`config.mk`:
```
export PLATFORM = sky130hd
export DESIGN_NAME = elastic_tfifo_ready_break
export DESIGN_NICKNAME = d
export VERILOG_FILES = /design/src/rtl/elastic_tfifo_ready_break.sv
export SDC_FILE = /design/constraint.sdc
export NUM_CORES = 1
export LEC_CHECK = 0
export BUFFER_PORTS_ARGS = -buffer_cell sky130_fd_sc_hd__buf_2
export CORE_ASPECT_RATIO = 0.9
export CORE_MARGIN = 2
export CORE_UTILIZATION = 41
export CTS_CLUSTER_SIZE = 20
export DETAILED_ROUTE_END_ITERATION = 10
export PLACE_DENSITY = 0.7
export SETUP_SLACK_MARGIN = 0.1
export SLEW_MARGIN = 30
export SYNTH_ARGS = -nofsm -noshare
export SYNTH_HDL_FRONTEND = slang
export SYNTH_SLANG_ARGS = --single-unit
```
`constraint.sdc`:
```
create_clock -name clk -period 7.9 [get_ports clk]
set_input_delay 1.185 -clock clk [delete_from_list [all_inputs] [get_ports clk]]
set_output_delay 1.185 -clock clk [all_outputs]
set_load 0.1 [all_outputs]
```
`src/rtl/elastic_tfifo_ready_break.sv`:
```
// elastic_tfifo_ready_break
// Elastic valid/ready FIFO whose upstream ready comes only from registered
// state, so it breaks a long backward (ready) path. Head/tail pointers wrap
// at NUM_SLOTS, so the depth does not have to be a power of two.
// Optional feature macro: ELASTIC_TFIFO_BYPASS_EN. When it is defined, an
// empty FIFO forwards the incoming token to the output in the same cycle.
// When it is not defined, every token is stored first, which adds at least
// one cycle of latency and cuts both the valid and ready paths.
module elastic_tfifo_ready_break #(
  parameter int NUM_SLOTS = 2,
  parameter int DATA_TYPE = 32
) (
  input  logic                 clk,
  input  logic                 rst,
  input  logic [DATA_TYPE-1:0] ins,
  input  logic                 ins_valid,
  output logic                 ins_ready,
  output logic [DATA_TYPE-1:0] outs,
  output logic                 outs_valid,
  input  logic                 outs_ready
);

  localparam int PW = (NUM_SLOTS > 1) ? $clog2(NUM_SLOTS) : 1;
  localparam int CW = $clog2(NUM_SLOTS + 1);
  localparam logic [PW-1:0] LastPtr = PW'(NUM_SLOTS - 1);
  localparam logic [CW-1:0] FullCount = CW'(NUM_SLOTS);

  logic [DATA_TYPE-1:0] r_mem [0:NUM_SLOTS-1];
  logic [PW-1:0]        r_head;
  logic [PW-1:0]        r_tail;
  logic [CW-1:0]        r_count;

  logic w_empty;
  logic w_full;
  logic w_bypass;
  logic w_inXfer;
  logic w_outXfer;
  logic w_write;
  logic w_read;

  assign w_empty = (r_count == '0);
  assign w_full  = (r_count == FullCount);

  // Ready depends only on the occupancy register and reset, never on outs_ready.
  // A full FIFO therefore keeps ready low even while it drains, which costs
  // one bubble cycle.
  assign ins_ready = ~w_full & ~rst;

`ifdef ELASTIC_TFIFO_BYPASS_EN
  // An empty FIFO is transparent. A token that is consumed in the same cycle
  // is never written to memory.
  assign outs_valid = ~rst & (w_empty ? ins_valid : 1'b1);
  assign outs       = w_empty ? ins : r_mem[r_head];
  assign w_bypass   = w_empty & ins_valid & outs_ready;
`else
  // Without bypass the output always comes from storage.
  assign outs_valid = ~rst & ~w_empty;
  assign outs       = r_mem[r_head];
  assign w_bypass   = 1'b0;
`endif

  assign w_inXfer  = ins_valid & ins_ready;
  assign w_outXfer = outs_valid & outs_ready;
  assign w_write   = w_inXfer & ~w_bypass;
  assign w_read    = w_outXfer & ~w_empty;

  // The storage array is not reset. Only the pointers decide which entries are valid.
  always_ff @(posedge clk) begin
    if (w_write) begin
      r_mem[r_tail] <= ins;
    end
  end

  // Pointer and occupancy update. Reset discards every stored token.
  always_ff @(posedge clk) begin
    if (rst) begin
      r_head  <= '0;
      r_tail  <= '0;
      r_count <= '0;
    end else begin
      if (w_write) begin
        r_tail <= (r_tail == LastPtr) ? '0 : r_tail + PW'(1);
      end
      if (w_read) begin
        r_head <= (r_head == LastPtr) ? '0 : r_head + PW'(1);
      end
      if (w_write && !w_read) begin
        r_count <= r_count + CW'(1);
      end else if (w_read && !w_write) begin
        r_count <= r_count - CW'(1);
      end
    end
  end

endmodule

```
==> flow_results.org <==
** Placed design
- Post-detailed-placement half-perimeter wirelength :: roughly 2.6 mm
- Port-buffer cells :: slightly below 70
- The congestion estimate from routability-driven global placement came to between 0.6 and 0.7.
- OpenSTA, run right after detailed placement, puts the worst setup slack at ~4.8 ns.

** Clock network
- CTS hold repair buffers :: 0
- TritonCTS built the clock tree.
- Root buffer cell :: sky130_fd_sc_hd__clkbuf_8
- Clock-pin slew of the registers on the worst-case setup and hold paths :: about 0.070 ns
- The clock passes through at most 2 buffers.
- Count of instances resized after the clock tree is built :: 0
- The number of setup buffers added after CTS is 0.
- Clock latency on the worst-skew pair, taken at its later pin, is 0.33 ns.
- Htree depth :: 3
- Clock sink total :: 69
- Number of buffers created by CTS :: 9

** Final layout
- Net count, final :: approximately 240
- Fill cells in the final layout number 503.
- ANT cells :: 0
- Post-synthesis to final-layout area growth :: 25.57%
- Finished Core Util :: 52.85%
- Fraction of final layout cells sized beyond drive strength 1 :: between 50% and 60%

** Route
- Total Routed Length :: around 4.1 mm
- Dividing the detail-routed wire length by the instance count gives around 14 um.
- The first detailed-routing pass ran for 4 iterations.
- Ratio of routed vias to standard cells :: between 4 and 5
- Detail Route Antenna Nets :: 0
- For this block, the initial DRC count from the detailed router was 60.
- After detailed routing, the number of remaining DRC violations is 0.
- The routed layout has around 1,300 vias.

** Worst hold path
- Worst hold path cell count :: 2
- The min-delay analysis places its worst path in the category flip-flop to flip-flop.
- The startpoint identified for the worst hold timing path is r_head$_SDFFE_PP0P_.

** Yosys
- Sorting the synthesized cells by how often they occur yields 64 x sky130_fd_sc_hd__edfxtp_1, 30 x sky130_fd_sc_hd__mux2_2, 6 x sky130_fd_sc_hd__nor2_1.
- Synthesis produced 129 cells.
- Top-area cell type share of the netlist area :: 75.52%
- The number of nets in the synthesized netlist is 166.
- Yosys instantiated no cell more often than sky130_fd_sc_hd__edfxtp_1.
- Avg Inst Size Synth :: approximately 20 um2
- The synthesized design contains 69 register bits.
- Number of flops mapped to enable cells by yosys :: 64
- In the synthesized netlist the dominant register cell turns out to be sky130_fd_sc_hd__edfxtp_1.
- Synth async-reset ratio :: 0%
- Synth Warn # :: 0
- By area the synthesized netlist is led by sky130_fd_sc_hd__edfxtp_1 76%, sky130_fd_sc_hd__mux2_2 13%, sky130_fd_sc_hd__dfxtp_1 3.9%, sky130_fd_sc_hd__xor2_1 1.0%, sky130_fd_sc_hd__buf_4 0.88%.
- The netlist uses 18 different library cells.
- Biggest area consumer among synthesized cells :: sky130_fd_sc_hd__edfxtp_1
- In this run the cell area of the synthesized design comes to 2545 um2.
- Of the synthesized area, sequential elements account for 79.45%.

** STA
- Setup Total Neg Slack :: 0 ns
- The clock arrives with ~0.011 ns of skew.
- In this run the tightest slew margin relative to its limit is 46.81%.
- After layout, the worst setup slack is 4.717 ns.
- At the pin with the least slew margin, the transition time is 0.7978 ns.
- The count of endpoints failing hold in the final timing report is 0.
- Max-slew violation count :: 0
- The routed design could run at a clock period as short as between 3 and 4 ns.
- RSZ-0062 raised after global routing :: no
- Dividing the final minimum period by the clock period gives just over 40%.
- Setup violations remaining at the end of the flow were counted as 0.
- Derived from the worst setup path, the maximum achievable clock frequency is approximately 0.31 GHz.

** Worst setup path
- The worst register-to-register path ends at r_mem[1][20]$_DFFE_PP_.
- Among cell families on the critical path, the largest total delay comes from buffers and inverters.
- Walking the worst path, the cells encountered are buf_4 > mux2_2 > buf_2.
- The number of buffers and inverters on the critical path is 2.
- Data on the critical path is required at its endpoint by ~6.7 ns.
- Largest stage delay, worst path :: ~0.59 ns
- Among all stages on the critical path, the largest delay is contributed by sky130_fd_sc_hd__dfxtp_1.
- The worst register-to-register path has a depth of 3.
- Crit path capture type :: output pin
- STA classifies the critical path startpoint as a flip-flop.
- The critical path in this run is classified as flip-flop to output pin.
- Source of the worst register-to-register timing path :: r_count[1]$_SDFFE_PP0P_
- Along the worst path, the maximum fanout reaches 23.
- Setup slack on the worst reg-to-reg path comes out at between 6 and 7 ns.
- Endpoint arrival time on the critical path :: roughly 2.0 ns

** GRT
- Pin count of the biggest net entering global routing :: 33
- Via count of the first global-routing pass :: between 1,000 and 1,500
- Summed over all layers, the global routing overflow is 0.
- The first global-routing pass estimated 6.292 mm of wire.
- In the global route stage, overall resource usage came out at ~13%.
- The initial antenna violation count was 0.

** Power and ir drop
- Total power for the finished layout comes to ~0.0011 W.
- Power density cells :: ~330 nW/um2
- Maximum resistive drop on vdd :: around 0.00016 V
- Leakage power summed over all cells :: around 1.2 nW

** Flow run
- Max-cap violations :: 0

** Floorplanning
- Measured along the x axis, the die boundary spans 87.05 um.
- Initial core utilization :: 42.09%
- Die boundary height :: slightly below 80 um
- The floorplan step defined a die boundary enclosing just under 7000 um2.
- After floorplanning, the core was divided into 27 placement rows.
- Core Footprint :: approximately 6000 um2
- 70 I/O pins were placed.

** Run status
- Status :: completed
-- kinds of logic (layout without fill, tap and decap cells) --
group,after synthesis,after routing,share of synthesized area (%)
DFF,69,69,79.45
muxes,32,32,14.16
and+or+nand+nor,13,13,2.556
buffers and inverters,6,88,1.327
AOI/OAI and AO/OA,5,5,0.9831
xor gates and xnor gates,3,3,1.033
adders and majority gates,1,1,0.4916
-- cell type report --
cell class	instances	area [um2]	area share, %
tap	72	90.09	2.819
sequential	69	2022	63.27
multi-input combinational	54	505.5	15.82
inverter	1	3.754	0.1175
clock buffer	9	123.9	3.876
timing repair buffer	71	360.3	11.28
clock inverter	7	90.09	2.819
-- metrics by stage --
step | cells | cell area, um2 | hold WS (ns)
3_5_place_dp | 267 | 2982 | 0.5000
2_1_floorplan | 129 | 2545 | 0.4666
6_report | 283 | 3196 | 0.5188
3_3_place_gp | 267 | 2973 | 0.4962
5_1_grt | 283 | 3196 | 0.5560
4_1_cts | 283 | 3196 | 0.5263
-- routing by layer --
metal	GRT usage (%)	part of all wire, %
met4	7.031	1.4
met2	19.16	49
met3	4.782	5.0
met1	15.70	45
met5	0	0
-- where the power goes --
part	internal, W	switching, W	leakage (nW)	total (W)
Sequential	0.000424	0.0000111	0.628	0.000435
Combinational	0.0000627	0.000260	0.459	0.000322
Clock	0.000176	0.000125	0.107	0.000301
Total	0.000663	0.000396	1.19	0.00106
-- placed cells by master (no fill, tap or decap), drive strengths merged --
master and n:
buf 71, edfxtp 64, mux2 32, clkbuf 9, nor2 6, dfxtp 5, clkinv 4, xor2 3
o21ai 3, or3 2, a21oi 2, bufinv 2, inv 1, nor2b 1, nor3 1, nand2 1
and2 1, nor4 1, ha 1, clkinvlp 1
-- worst max path at each step --
stage / start / to / slack (ns) / depth (start not counted)
2_1_floorplan: rst / r_mem[0][0]$_DFFE_PP_ / 2.86 / 2
3_3_place_gp: rst / r_mem[0][24]$_DFFE_PP_ / 4.78 / 3
3_5_place_dp: rst / outs_valid / 4.78 / 3
4_1_cts: flip-flop / outs[29] / 4.65 / 3
5_1_grt: flip-flop / outs[21] / 4.52 / 3
6_report: flip-flop / outs[29] / 4.72 / 3
-- registers in the layout, indices dropped and copies added (netlist names), named ones only --
| signal | cells |
|---|---|
| r_count | 2 |
| r_head | 1 |
| r_mem | 64 |
| r_tail | 1 |
-- worst min-delay path, stage by stage (launching register included) --
cell	delay, ns
sky130_fd_sc_hd__dfxtp_1	0.33
sky130_fd_sc_hd__xor2_1	0.08
sky130_fd_sc_hd__nor2_1	0.08
Power figures use the tool's default switching activity.
